File: src/rtl/ikaopll_dac_dcblock.sv
// ikaopll_dac_dcblock: one-pole DC blocker with output clamp and FWFT output FIFO.
// Optional raw-capture bypass port enabled by defining IKAOPLL_DCBLOCK_BYPASS_EN.
module ikaopll_dac_dcblock #(
    parameter int K          = 8,
    parameter int FIFO_DEPTH = 4
) (
    input  logic               i_EMUCLK,
    input  logic               i_RST,
    input  logic signed [15:0] i_ACC_SIGNED,
    input  logic               i_ACC_STRB,
    output logic signed [15:0] o_SAMPLE,
    output logic               o_VALID,
    input  logic               i_READY,
`ifdef IKAOPLL_DCBLOCK_BYPASS_EN
    input  logic               i_BYPASS,
`endif
    output logic               o_OVF,
    output logic               o_MISS
);
    localparam int W  = 19 + K;
    localparam int AW = $clog2(FIFO_DEPTH);
    localparam logic signed [W-K-1:0] Y_MAX = (W-K)'(32767);
    localparam logic signed [W-K-1:0] Y_MIN = -(W-K)'(32768);

    typedef enum logic [1:0] {IDLE, FILTER, SAT, PUSH} state_t;

    state_t              state_q, state_d;
    logic                strb_z_q;
    logic signed [15:0]  x_q, x_d, x1_q, x1_d, ysat_q, ysat_d, last_q, last_d;
    logic signed [W-1:0] yf_q, yf_d;
    logic [AW-1:0]       wr_ptr_q, wr_ptr_d, rd_ptr_q, rd_ptr_d;
    logic [AW:0]         count_q, count_d;
    logic                ovf_q, ovf_d, miss_q, miss_d;
    logic signed [15:0]  mem_q [FIFO_DEPTH];
    logic                rise, full, push, pop, bypass;
    logic signed [16:0]  diff;
    logic signed [W-K-1:0] y;

`ifdef IKAOPLL_DCBLOCK_BYPASS_EN
    assign bypass = i_BYPASS;
`else
    assign bypass = 1'b0;
`endif

    assign o_VALID  = count_q != '0;
    assign o_SAMPLE = o_VALID ? mem_q[rd_ptr_q] : last_q;
    assign o_OVF    = ovf_q;
    assign o_MISS   = miss_q;

    always_comb begin
        rise     = i_ACC_STRB & ~strb_z_q;
        full     = count_q == (AW+1)'(FIFO_DEPTH);
        pop      = o_VALID & i_READY;
        push     = (state_q == PUSH) & (~full | pop);
        diff     = {x_q[15], x_q} - {x1_q[15], x1_q};
        y        = (W-K)'(yf_q >>> K);
        state_d  = state_q == IDLE   ? (rise ? FILTER : IDLE) :
                   state_q == FILTER ? SAT :
                   state_q == SAT    ? PUSH : IDLE;
        x_d      = (state_q == IDLE && rise) ? i_ACC_SIGNED : x_q;
        x1_d     = state_q == FILTER ? x_q : x1_q;
        // yf carries y scaled by 2^K so the pole subtraction keeps fractional precision
        yf_d     = state_q == FILTER ? yf_q - (yf_q >>> K) + (W'(diff) <<< K) : yf_q;
        ysat_d   = state_q != SAT ? ysat_q :
                   bypass         ? x_q :
                   y > Y_MAX      ? 16'sh7fff :
                   y < Y_MIN      ? 16'sh8000 : y[15:0];
        miss_d   = miss_q | (rise & (state_q != IDLE));
        ovf_d    = ovf_q | ((state_q == PUSH) & ~push);
        wr_ptr_d = push ? wr_ptr_q + 1'b1 : wr_ptr_q;
        rd_ptr_d = pop ? rd_ptr_q + 1'b1 : rd_ptr_q;
        count_d  = count_q + (AW+1)'(push) - (AW+1)'(pop);
        last_d   = pop ? mem_q[rd_ptr_q] : last_q;
    end

    always_ff @(posedge i_EMUCLK) begin
        // tracks the strobe through reset so a level already high is not a rise
        strb_z_q <= i_ACC_STRB;
        if (i_RST) begin
            state_q  <= IDLE;
            x_q      <= '0;
            x1_q     <= '0;
            yf_q     <= '0;
            ysat_q   <= '0;
            last_q   <= '0;
            wr_ptr_q <= '0;
            rd_ptr_q <= '0;
            count_q  <= '0;
            ovf_q    <= 1'b0;
            miss_q   <= 1'b0;
        end else begin
            state_q  <= state_d;
            x_q      <= x_d;
            x1_q     <= x1_d;
            yf_q     <= yf_d;
            ysat_q   <= ysat_d;
            last_q   <= last_d;
            wr_ptr_q <= wr_ptr_d;
            rd_ptr_q <= rd_ptr_d;
            count_q  <= count_d;
            ovf_q    <= ovf_d;
            miss_q   <= miss_d;
        end
    end

    always_ff @(posedge i_EMUCLK) begin
        if (push && !i_RST)
            mem_q[wr_ptr_q] <= ysat_q;
    end
endmodule
File: config.mk
export PLATFORM = sky130hd
export DESIGN_NAME = ikaopll_dac_dcblock
export DESIGN_NICKNAME = d
export VERILOG_FILES = /design/src/rtl/ikaopll_dac_dcblock.sv
export SDC_FILE = /design/constraint.sdc
export NUM_CORES = 1
export LEC_CHECK = 0
export ABC_AREA = 1
export BUFFER_PORTS_ARGS = -buffer_cell sky130_fd_sc_hd__buf_2
export CORE_MARGIN = 3
export CORE_UTILIZATION = 45
export DETAILED_ROUTE_END_ITERATION = 10
export PLACE_DENSITY = 0.7
export SLEW_MARGIN = 15
export SYNTH_ARGS = -nofsm -noshare
export SYNTH_HDL_FRONTEND = slang
export SYNTH_SLANG_ARGS = --single-unit
File: constraint.sdc
create_clock -name i_EMUCLK -period 4.45 [get_ports i_EMUCLK]
set_clock_uncertainty 0.15 [all_clocks]
set_input_delay 0.445 -clock i_EMUCLK [delete_from_list [all_inputs] [get_ports i_EMUCLK]]
set_output_delay 0.445 -clock i_EMUCLK [all_outputs]
set_load 0.005 [all_outputs]
==> impl_metrics.csv <==
group,metric,value,unit
power,power_density,569.4,nW/um^2
routing,dr_total_vias,7721,
sta,hold_slack,0.1404,ns
sta,slew_violations,0,
sta,worstMarginPinSlew,1.071,ns
hold_path,holdPathStages,3,
grt,grt_max_degree,59,
sta,period_share,0.9065,
floorplan,design.core.area,20560,sq um
yosys,syn_area_per_cell,7.941,sq um
clock_tree,numCtsBuffers,17,
critical_path,path_cells,"inv_1 > ha_1 > nand3b_1 > nand2_1 > nand2_1 > a21oi_2 > nand3_1 > nand2_1 > a21oi_1 > xor2_1 > fa_1 > inv_1 > ha_1 > nand2_1 > nor2_1 > inv_1 > nor3_1 > nand4_1 > nand3_1 > nor2_1 > o21ai_1 > inv_1",
hold_path,min-delay-start,"i_ACC_SIGNED[7]",
yosys,syn_area,9584,sq um
final_layout,final_area,10660,sq um
yosys,synthTopCellsByArea,"dfxtp_1 22%, edfxtp_1 20%, inv_1 8.3%",
critical_path,ff2ff_setup_slack,0.42,ns
sta,period_minus_slack,4.034,ns
yosys,synth_flop_cell,"dfxtp_1",
run_status,status,"finished, final reports clean",
yosys,synth_warnings,0,
placement,routabilityCongestion,0.9048,
routing,drtIter0Drc,581,
floorplan,die-area,23090,sq um
sta,finalSetupViolCount,0,
grt,grt-ovfl-total,0,
critical_path,critical_path_buf_inv_count,4,
yosys,synth_common_cells,"213 x inv_1, 150 x o21ai_0, 143 x nor2_1",
hold_path,hold_class,"input port to flop",
critical_path,cp-end-kind,"flop",
placement,place_area,10010,sq um
routing,viasPerCell,5.096,
clock_tree,cts_hold_buf,1,
floorplan,rows,52,
placement,port_buffers,38,
clock_tree,postCtsSetupBuffers,0,
power,p_int,3.464,mW
yosys,synth_seq_cells,169,
sta,fmax,247.9,MHz
clock_tree,htreeDepth,4,
power,power_frac_comb,0.452,
final_layout,antennaDiodeCount,0,
yosys,syn_inst,1207,
yosys,yosysUniqueCellTypes,38,
critical_path,critPathKind,"flop to flop",
critical_path,critPathRequiredTime,4.63,ns
critical_path,worstPathArrival,4.21,ns
routing,drcViolationCount,0,
critical_path,crit_path_max_fanout,4,
clock_tree,root_buffer,"clkbuf_16",
final_layout,nets,1335,
sta,hold_viol,0,
floorplan,die_h,151.9,microns
clock_tree,cts_sinks,169,
sta,rsz0062_at_grt,"false",
critical_path,slowest_stage,"fa_1",
yosys,synth_most_common_cell,"inv_1",
clock_tree,cts_tree,"done",
floorplan,start_util,0.4662,
yosys,synth-edff-count,64,
grt,grt_use_met3,0.02901,
hold_path,holdPathEnd,"x_q[7]$_SDFFE_PP0P_",
flow_run,max-cap-violations,0,
power,clkPwrFrac,0.256,
sta,slew_headroom,0.2842,
critical_path,cp_top_family,"simple AND/OR/NAND/NOR gates",
critical_path,slowest_delay,0.49,ns
power,p_leak,4.849,nW
critical_path,r2r_start,"x1_q[2]$_SDFFE_PP0N_",
power,p_sw_frac,0.4290,
placement,dp_hpwl,15040,microns
grt,globalRouteMet1Util,0.2460,
power,p_switching,2.603,mW
critical_path,r2r_cells,22,
floorplan,io_pins,39,
routing,drtPass1Iterations,5,
final_layout,drive_above_1_share,0.07390,
sta,setup_tns,0,ns
yosys,yosys.area.top_type,"dfxtp_1",
critical_path,r2r-end,"yf_q[22]$_SDFFE_PP0N_",
clock_tree,clk_latency,0.43,ns
yosys,yosysSeqAreaShare,0.4198,
clock_tree,cts_resized,0,
floorplan,die_x,151.9,microns
yosys,syn_nets,1310,
grt,grt_pass1_wl,35200,microns
grt,grt_pass1_vias,7201,
clock_tree,clkTransAtPathRegs,0.08,ns
power,finalPower,6.067,mW
yosys,synth_top_area_frac,0.2193,
power,vdd_ir_drop_max,0.3105,mV
grt,top_usage_layer,"met2",
power,p_seq_frac,0.293,
routing,antenna_left,0,
clock_tree,clockBufferDepth,2,
grt,grtUsageMet2,0.3059,
routing,wl,20880,microns
routing,wire_per_inst,13.78,microns
critical_path,cp-start-kind,"flop",
yosys,async_flop_share,0,
final_layout,area_growth,11.19,%
grt,grtUsageTotal,0.1823,
grt,grt_antenna_before_repair,0,
-- flip-flops by register name, indices dropped and copies added (netlist names), named ones only --
signal and count:
last_q 16, state_q 2, strb_z_q 1, yf_q 27
rd_ptr_q 2, o_OVF 1, mem_q 64, x_q 16
ysat_q 16, x1_q 16, count_q 3, o_MISS 1
wr_ptr_q 2
-- layer usage --
metal | part of all wire | vias to the layer above | routed length, microns
li1 | - | 4003 | -
met1 | 0.46 | 3509 | 9705
met2 | 0.48 | 180 | 9928
met3 | 0.043 | 29 | 903
met4 | 0.016 | 0 | 344
met5 | 0 | - | 0
-- worst max-delay path by stage --
stage / start / end / slack [ns] / depth (start not counted)
2_1_floorplan: x_q[0]$_SDFFE_PP0P_ / yf_q[24]$_SDFFE_PP0N_ / 0.76 / 24
3_3_place_gp: x1_q[2]$_SDFFE_PP0N_ / yf_q[22]$_SDFFE_PP0N_ / 0.49 / 22
3_5_place_dp: x1_q[2]$_SDFFE_PP0N_ / yf_q[22]$_SDFFE_PP0N_ / 0.45 / 22
4_1_cts: x1_q[2]$_SDFFE_PP0N_ / yf_q[22]$_SDFFE_PP0N_ / 0.43 / 22
5_1_grt: x_q[0]$_SDFFE_PP0P_ / yf_q[24]$_SDFFE_PP0N_ / 0.05 / 24
6_report: x1_q[2]$_SDFFE_PP0N_ / yf_q[22]$_SDFFE_PP0N_ / 0.42 / 22
-- power groups by stage --
stage	sequential (mW)	clock (mW)	combinational [mW]
3_3_place_gp	1.81	0	2.67
2_1_floorplan	1.79	0	2.03
3_5_place_dp	1.81	0	2.70
4_1_cts	1.78	1.58	2.72
6_report	1.78	1.55	2.74
5_1_grt	1.79	1.66	3.13
-- metrics by stage --
| step | util | std cells | worst slack (ns) |
|---|---|---|---|
| 2_1_floorplan | - | 1207 | 0.7582 |
| 3_3_place_gp | 0.4870 | 1482 | 0.4906 |
| 3_5_place_dp | 0.4870 | 1482 | 0.4486 |
| 4_1_cts | 0.5183 | 1515 | 0.4343 |
| 5_1_grt | 0.5183 | 1515 | 0.04756 |
| 6_report | 0.5183 | 1515 | 0.4162 |
-- layout by cell type, fill, tap and decap left out, types with 17 or more instances in the layout --
master,Yosys,final
o21ai_0,150,150
nand2_1,132,132
buf_2,5,38
a21oi_1,131,131
nor2_1,143,143
inv_1,213,213
ha_1,62,62
o22ai_1,17,17
fa_1,21,21
clkbuf_16,0,17
edfxtp_1,64,64
xor2_1,23,23
dfxtp_1,105,105
nand3_1,41,41
-- cells by family after synthesis --
| family | count (synthesis) | synth area share |
|---|---|---|
| compound gates | 321 | 0.1756 |
| xor+xnor | 31 | 0.02833 |
| fa+ha+maj | 83 | 0.1248 |
| buf+inv | 257 | 0.1013 |
| flops | 169 | 0.4198 |
| simple gates | 346 | 0.1501 |
-- layout make-up --
type | instances | area, sq um
Multi-Input combinational cell | 781 | 4589
Inverter | 216 | 810.8
Timing Repair Buffer | 47 | 260.3
Sequential cell | 169 | 4024
Tap cell | 270 | 337.8
Fill cell | 1976 | 9903
Clock buffer | 17 | 425.4
Clock inverter | 15 | 209.0
-- worst min-delay path, stage by stage --
cell and delay [ns]:
buf_2 0.07, o21ai_0 0.07, a21oi_1 0.10
Note: power is estimated with default switching activity, not from simulation.
